`src/rtl/branch_predict_resolve.sv`:
```
// -----------------------------------------------------------------------------
// branch_predict_resolve
//
// Direction predictor plus branch resolution for the RAT pipeline.
// The predict side (decode) indexes a table of saturating counters with the PC,
// optionally XOR-ed with a global history register (gshare). The resolve side
// (execute) evaluates the branch type against the C/Z flags, flags
// mispredicts, trains the table and history, and keeps saturating statistics.
//
// Ports:
//   CLK            rising-edge clock
//   RST_N          asynchronous active-low reset
//   PRED_PC        PC of the instruction in decode
//   PRED_TAKEN     predicted direction (combinational)
//   PRED_IDX       table index used, carried down the pipe to RES_IDX
//   RES_VALID      resolve request this cycle
//   RES_IDX        table index captured at predict time
//   BRANCH_TYPE    0 none, 1 BRCC, 2 BRCS, 3 BREQ, 4 BRN, 5 BRNE, 6 CALL,
//                  7 RET, 8 RETID, 9 RETIE, A-F reserved
//   C, Z           flags at execute
//   RES_PREDICTED  prediction carried with the instruction
//   BRANCH_TAKEN   actual direction (combinational, not gated by RES_VALID)
//   BRANCH_MISS    RES_VALID & (RES_PREDICTED ^ BRANCH_TAKEN)
//   CLR_STATS      synchronous clear of the statistics counters
//   BR_COUNT       resolved conditional branches (saturating)
//   MISS_COUNT     mispredicts of all types (saturating)
// -----------------------------------------------------------------------------
module branch_predict_resolve #(
    parameter int PC_W   = 10,
    parameter int IDX_W  = 4,
    parameter int CTR_W  = 2,
    parameter int HIST_W = 0,
    parameter int STAT_W = 16
) (
    input  logic              CLK,
    input  logic              RST_N,
    input  logic [PC_W-1:0]   PRED_PC,
    output logic              PRED_TAKEN,
    output logic [IDX_W-1:0]  PRED_IDX,
    input  logic              RES_VALID,
    input  logic [IDX_W-1:0]  RES_IDX,
    input  logic [3:0]        BRANCH_TYPE,
    input  logic              C,
    input  logic              Z,
    input  logic              RES_PREDICTED,
    output logic              BRANCH_TAKEN,
    output logic              BRANCH_MISS,
    input  logic              CLR_STATS,
    output logic [STAT_W-1:0] BR_COUNT,
    output logic [STAT_W-1:0] MISS_COUNT
);

    localparam int DEPTH = 1 << IDX_W;
    // A one-bit history register is kept even in bimodal mode so the
    // shift logic stays uniform; its value is simply never used for indexing.
    localparam int GH_W  = (HIST_W > 0) ? HIST_W : 1;

    localparam logic [CTR_W-1:0] CTR_INIT = CTR_W'((1 << (CTR_W - 1)) - 1);

    localparam logic [3:0] BT_BRCC  = 4'h1;
    localparam logic [3:0] BT_BRCS  = 4'h2;
    localparam logic [3:0] BT_BREQ  = 4'h3;
    localparam logic [3:0] BT_BRN   = 4'h4;
    localparam logic [3:0] BT_BRNE  = 4'h5;
    localparam logic [3:0] BT_CALL  = 4'h6;
    localparam logic [3:0] BT_RET   = 4'h7;
    localparam logic [3:0] BT_RETID = 4'h8;
    localparam logic [3:0] BT_RETIE = 4'h9;

    logic [CTR_W-1:0] ctr_table [DEPTH];
    logic [GH_W-1:0]  ghr;
    logic [GH_W:0]    ghr_shift;
    logic [IDX_W-1:0] ghr_ext;
    logic             is_cond;
    logic             train;

    // Saturating up/down step of a prediction counter.
    function automatic logic [CTR_W-1:0] ctr_step(input logic [CTR_W-1:0] cur,
                                                  input logic up);
        logic [CTR_W-1:0] nxt;
        nxt = cur;
        if (up) begin
            if (cur != {CTR_W{1'b1}}) nxt = cur + 1'b1;
        end else begin
            if (cur != '0) nxt = cur - 1'b1;
        end
        return nxt;
    endfunction

    // Saturating increment of a statistics counter.
    function automatic logic [STAT_W-1:0] sat_inc(input logic [STAT_W-1:0] cur);
        return (cur == {STAT_W{1'b1}}) ? cur : cur + 1'b1;
    endfunction

    generate
        if (HIST_W > 0) begin : g_gshare
            assign ghr_ext = IDX_W'(ghr);
        end else begin : g_bimodal
            assign ghr_ext = '0;
        end
        if (PC_W > IDX_W) begin : g_pc_hi
            // Upper PC bits do not take part in indexing.
            logic unused_pc_hi;
            assign unused_pc_hi = ^PRED_PC[PC_W-1:IDX_W];
        end
    endgenerate

    // Predict: zero-latency read of the counter MSB.
    assign PRED_IDX   = PRED_PC[IDX_W-1:0] ^ ghr_ext;
    assign PRED_TAKEN = ctr_table[PRED_IDX][CTR_W-1];

    // Resolve: actual direction from branch type and flags.
    always_comb begin
        BRANCH_TAKEN = 1'b0;
        is_cond      = 1'b0;
        case (BRANCH_TYPE)
            BT_BRCC: begin BRANCH_TAKEN = ~C; is_cond = 1'b1; end
            BT_BRCS: begin BRANCH_TAKEN =  C; is_cond = 1'b1; end
            BT_BREQ: begin BRANCH_TAKEN =  Z; is_cond = 1'b1; end
            BT_BRNE: begin BRANCH_TAKEN = ~Z; is_cond = 1'b1; end
            BT_BRN, BT_CALL, BT_RET, BT_RETID, BT_RETIE: BRANCH_TAKEN = 1'b1;
            default: BRANCH_TAKEN = 1'b0;
        endcase
    end

    assign BRANCH_MISS = RES_VALID & (RES_PREDICTED ^ BRANCH_TAKEN);
    assign train       = RES_VALID & is_cond;
    // Shift the resolved direction into the history; the top bit drops out.
    assign ghr_shift   = {ghr, BRANCH_TAKEN};

    // Table and history training; only conditional branches train.
    always_ff @(posedge CLK or negedge RST_N) begin
        if (!RST_N) begin
            for (int i = 0; i < DEPTH; i++) begin
                ctr_table[i] <= CTR_INIT;
            end
            ghr <= '0;
        end else if (train) begin
            ctr_table[RES_IDX] <= ctr_step(ctr_table[RES_IDX], BRANCH_TAKEN);
            ghr                <= ghr_shift[GH_W-1:0];
        end
    end

    // Statistics; a clear wins over a same-cycle increment.
    always_ff @(posedge CLK or negedge RST_N) begin
        if (!RST_N) begin
            BR_COUNT   <= '0;
            MISS_COUNT <= '0;
        end else if (CLR_STATS) begin
            BR_COUNT   <= '0;
            MISS_COUNT <= '0;
        end else begin
            if (train)       BR_COUNT   <= sat_inc(BR_COUNT);
            if (BRANCH_MISS) MISS_COUNT <= sat_inc(MISS_COUNT);
        end
    end

endmodule
```
`config.mk`:
```
export PLATFORM = sky130hd
export DESIGN_NAME = branch_predict_resolve
export DESIGN_NICKNAME = d
export VERILOG_FILES = /design/src/rtl/branch_predict_resolve.sv
export SDC_FILE = /design/constraint.sdc
export NUM_CORES = 1
export LEC_CHECK = 0
export CAP_MARGIN = 20
export CORE_AREA = 2 2 122 124
export DETAILED_ROUTE_END_ITERATION = 16
export DIE_AREA = 0 0 124 126
export PLACE_DENSITY_LB_ADDON = 0.15
export SLEW_MARGIN = 25
export SYNTH_ARGS = -nofsm -noshare
export SYNTH_HDL_FRONTEND = slang
export SYNTH_SLANG_ARGS = --single-unit
```
`constraint.sdc`:
```
create_clock -name CLK -period 2.51 [get_ports CLK]
set_clock_uncertainty 0.1 [all_clocks]
set_input_delay 0.753 -clock CLK [delete_from_list [all_inputs] [get_ports CLK]]
set_output_delay 0.753 -clock CLK [all_outputs]
set_load 0.05 [all_outputs]
```
# Word-level counts from Yosys, hierarchy flattened
# Cells that the tools add are included.
# word_totals
out_inout_bits,39
register_bits,64
# classes
mux,21
n_lt_le_gt_ge,3
bitwise_logic,7
addsub,4
eq_ne,14
n_reduce_logical,8
# op_table
operator,count
$mux W16,6
$add A16 B1 Y16 const B,2
$bwmux W32,1
$eq A16 B16 Y1 const B,2
$mux W2,9
$bmux W2 S4,2
$eq A4 B3 Y1 const B,4
$ge A5 B5 Y1 const B,2
$not A4 Y5,2
$demux W2 S4,1
$eq A4 B2 Y1 const B,2
$eq A4 B4 Y1 const B,2
$ne A2 B2 Y1 const B,3
$reduce_bool A2 Y1,3
$lt A5 B1 Y1 const B,1
$pmux W1 S5,1
$reduce_or A5 Y1,1
$eq A4 B1 Y1 const B,1
$reduce_and A2 Y1,2
$reduce_or A4 Y1,1
$add A2 B1 Y2 const B,1
$and A1 B1 Y1,2
$not A1 Y1,2
$sub A2 B1 Y2 const B,1
3 further kinds,3

# Longest topological paths before layout
# depth
word_depth,9
depth_mapped,9

# Worst setup path after synthesis
# Ideal clock, no wire load.
# synth_path
path_kind,input to register
start,input port BRANCH_TYPE[2]
end,register ctr_table[17] in the netlist's numbering
required_ps,2344
t_arrival_ps,2728
slack_ps,-383
cell_stages,6
cell_sequence,o21ai_1 -> o311ai_4 -> nor2_1 -> nor2_1 -> a211oi_2 -> mux2_2
# synth_via
elab_chain_len,6
elab_cells_between_ends,17
classes_between,eq/ne: 9; mux: 5; bitwise: 1; reduce/logical: 2
# synth_rtl
item,line,text
start: declaration,42,"input logic [3:0] BRANCH_TYPE,"
$eq A4 B3 Y1 or $eq A4 B4 Y1 (tied branches),116,case (BRANCH_TYPE)
$reduce_or A5 Y1,116,
$pmux W1 S5 (*),116,
net BRANCH_TAKEN,46,"output logic BRANCH_TAKEN,"
$mux W2 (*),82,if (up) begin
$mux W2 (*),138,end else if (train) begin
$bwmux W32 (*),139,"ctr_table[RES_IDX] <= ctr_step(ctr_table[RES_IDX], BRANCH_TAKEN);"
end signal: indexed assignment,139,
end: declaration,70,logic [CTR_W-1:0] ctr_table [DEPTH];
# Mark *: on every way through the listed nets, which the timed path passes. The rest lies on a longest branch. The select of a mux whose other input is x is not followed.
# A chain may end at the register's enable or synchronous reset.

# Worst setup path after layout
# layout_path
start,input port PRED_PC[0]
end,output port PRED_TAKEN
# layout_via
elab_chain_len,4
# layout_rtl
item,line,text
start: declaration,37,"input logic [PC_W-1:0] PRED_PC,"
$not A4 Y5 (not written as such),110,assign PRED_TAKEN = ctr_table[PRED_IDX][CTR_W-1];
$bmux W2 S4,110,
$mux W2 (not written as such) (2 in a row),110,
end: declaration,38,"output logic PRED_TAKEN,"
# No other way between the ends. The select of a mux whose other input is x is not followed.

==> results.cfg <==
[cells_and_area]
mostFrequentLayoutCells = 48 x dfrtp_1, 47 x buf_4, 39 x nor2_1
drive_gt1_share_pct = 42.5
synthToLayoutAreaGrowth_pct = 47.6
nets = 464
final_common_cell = dfrtp_1
nFillCells = 1443
diodes = 0
fin_area_um2 = 5380

[synthesis]
async_flop_share_pct = 100
syn-num-nets = 357
ys_ff_latch = 64
synth_cell_types = 52
yosys_warnings = 0
synthFlopType = dfrtp_1
ys_seq_area_share_pct = 44.5
synth_cells = 330
syn-cell-area_um2 = 3640
synth_edf_count = 0
avgSynthCellArea_um2 = 11.0

[floorplan]
core-area_um2 = 14300
start_util_pct = 25.4
pin_count = 64
die_area_um2 = 15600
die_h_um = 126
row_count = 44
chipWidth_um = 124

[sta]
slew_headroom_pct = 65.0
drv_slew = 0
hold_viol_final = 0
rsz0062_at_grt = yes
setup-violations-final = 4
final.setup.worst_slack_ns = -0.335
min_period_ns = 2.85
period_share_pct = 113
worstMarginPinSlew_ns = 0.524
fmax_mhz = 351

[global_route]
grt_pass1_wl_um = 16100
grt_max_degree = 65
grt_overflow = 0
antenna_found_initial = 0
grt_use_total_pct = 13.3
grt_pass1_vias = 3095

[job]
maxCapViolCount = 0

[clock_tree]
clock_latency_ns = 0.33
clk_pin_slew_ns = 0.06
cts_tree = yes
root_buffer = clkbuf_16
htreeDepth = 3
cts_buffers = 9
clock-sinks = 64
clk_path_buf_depth = 2

[placed_design]
place.detailed.hpwl_um = 6670
finalWeightedCongestion = 0.742
place_area_um2 = 4750
place.port_buffers = 57

[detailed_routing]
via_count = 2888
drcViolationCount = 0
drt-total-wl_um = 9600
dr.pass1.iters = 4
wl_per_cell_um = 15.3
vias_per_cell = 4.61
detailedRoute.firstIterationViolations = 119
ant_nets = 0

[worst_hold_path]
hold_path.class = input pin to asynchronous set/reset pin

[critical_path]
cp_max_fo = 5
worstSetupStartpointType = input pin
path_class = input pin to output port
end_kind = output port
worstPathRequired_ns = 1.66
arrival_ns = 1.99

[power_and_ir_drop]
ir_worst_vdd_uv = 245
power.density_nw_per_um2 = 560
power.leakage_nw = 2.39
finalPower_w = 0.00301

[status]
failed_checks = setup timing
status = complete, but fails checks
[synthesized netlist by cell type (2+ instances only)]
cell | number | area [um2]
buf_6 | 2 | 22.5
o31ai_1 | 2 | 15.0
dfrtp_1 | 48 | 1200
and3_1 | 3 | 18.8
ha_1 | 2 | 25.0
nand2b_1 | 4 | 25.0
or4_1 | 4 | 30.0
xnor2_1 | 3 | 26.3
mux2_2 | 40 | 450
a211oi_2 | 2 | 25.0
nor4_1 | 2 | 12.5
nor2b_1 | 8 | 50.1
inv_1 | 7 | 26.3
a21oi_1 | 11 | 55.1
xor2_1 | 13 | 114
o21ai_1 | 3 | 15.0
or3_1 | 7 | 43.8
mux4_1 | 5 | 131
nor3_1 | 8 | 40.0
nor3b_1 | 2 | 15.0
mux2i_1 | 2 | 20.0
nand2_1 | 20 | 75.1
mux4_2 | 6 | 135
and2_1 | 2 | 12.5
dfstp_2 | 16 | 420
nor2_1 | 41 | 154
buf_4 | 6 | 45.0
o21ai_0 | 10 | 50.1
and4_1 | 3 | 26.3
nand3_1 | 16 | 80.1
clkbuf_1 | 6 | 22.5
nand4_1 | 5 | 31.3
o22ai_1 | 2 | 12.5
[metrics by stage]
| stage | worst slack, ns | TNS, ns | hold WS, ns | cells | util (%) |
|---|---|---|---|---|---|
| 3_5_place_dp | -0.905 | -33.55 | 0.419 | 596 | 33.2 |
| 3_3_place_gp | -0.902 | -31.78 | 0.417 | 596 | 33.2 |
| 5_1_grt | -0.369 | -0.927 | 0.354 | 626 | 37.6 |
| 6_report | -0.335 | -0.826 | 0.326 | 626 | 37.6 |
| 2_1_floorplan | -0.190 | -0.712 | 0.357 | 330 | - |
| 4_1_cts | -0.432 | -1.30 | 0.341 | 622 | 36.8 |
[final timing paths]
| check | from | to | cells after the start | slack (ns) |
|---|---|---|---|---|
| setup / recovery | PRED_PC[0] | PRED_TAKEN | 4 | -0.34 |
| hold / removal | RST_N | ctr_table[5] | 2 | 0.33 |
| setup reg to reg | MISS_COUNT[7] | MISS_COUNT[11] | 8 | 0.20 |
| hold reg to reg | ctr_table[9] | ctr_table[9] | 1 | 0.43 |
| max in group asynchronous | RST_N | ctr_table[30] | 2 | 1.65 |
| min in group CLK | ctr_table[9] | ctr_table[9] | 1 | 0.43 |
[critical path: stages]
cell and delay [ns]:
buf_12 0.09, mux4_2 0.48, mux4_2 0.50, buf_8 0.17
[sequential cells by signal, indices dropped and copies added, names as in the netlist]
name	count
BR_COUNT	16
MISS_COUNT	16
ctr_table	32
[timing repair]
item,in CTS,in global routing
pin swaps,18,13
cloned,3,0
setup buffers,8,6
gates resized for setup,57,34
endpoints found under the setup margin,50,48
hold buffers,0,0
[kinds of logic after synthesis]
logic type	Yosys count	share of synthesized area, %
simple gates	131	18.1
flops	64	44.5
mux	54	20.6
compound gates	41	8.83
buf+inv	22	3.33
xor+xnor	16	3.85
fa+ha+maj	2	0.687
[final cells by class]
| cell class | count | area, um2 | area share (%) |
|---|---|---|---|
| multi-input combinational | 244 | 2050 | 38.1 |
| sequential | 64 | 1620 | 30.2 |
| tap | 184 | 230 | 4.28 |
| clock buffer | 10 | 229 | 4.26 |
| inverter | 7 | 26.3 | 0.489 |
| timing repair buffer | 111 | 1160 | 21.6 |
| clock inverter | 6 | 60.1 | 1.12 |
[per-layer routing]
layer / up-vias / wire length (um) / part of all wire, % / GRT usage [%]
met2: 55 / 4380 / 46 / 20.1
met4: 0 / 127 / 1.3 / 5.42
met1: 1418 / 4590 / 48 / 17.7
met3: 10 / 507 / 5.3 / 3.76
met5: - / 0 / 0 / 0
li1: 1405 / - / - / -
[power breakdown]
part	switching, W	total (W)	leakage (nW)	internal [W]
clock network	0.000467	0.00123	0.138	0.000763
registers	0.0000498	0.00120	0.832	0.00115
logic	0.000275	0.000586	1.41	0.000311
Note: power is estimated with default switching activity, not from simulation.
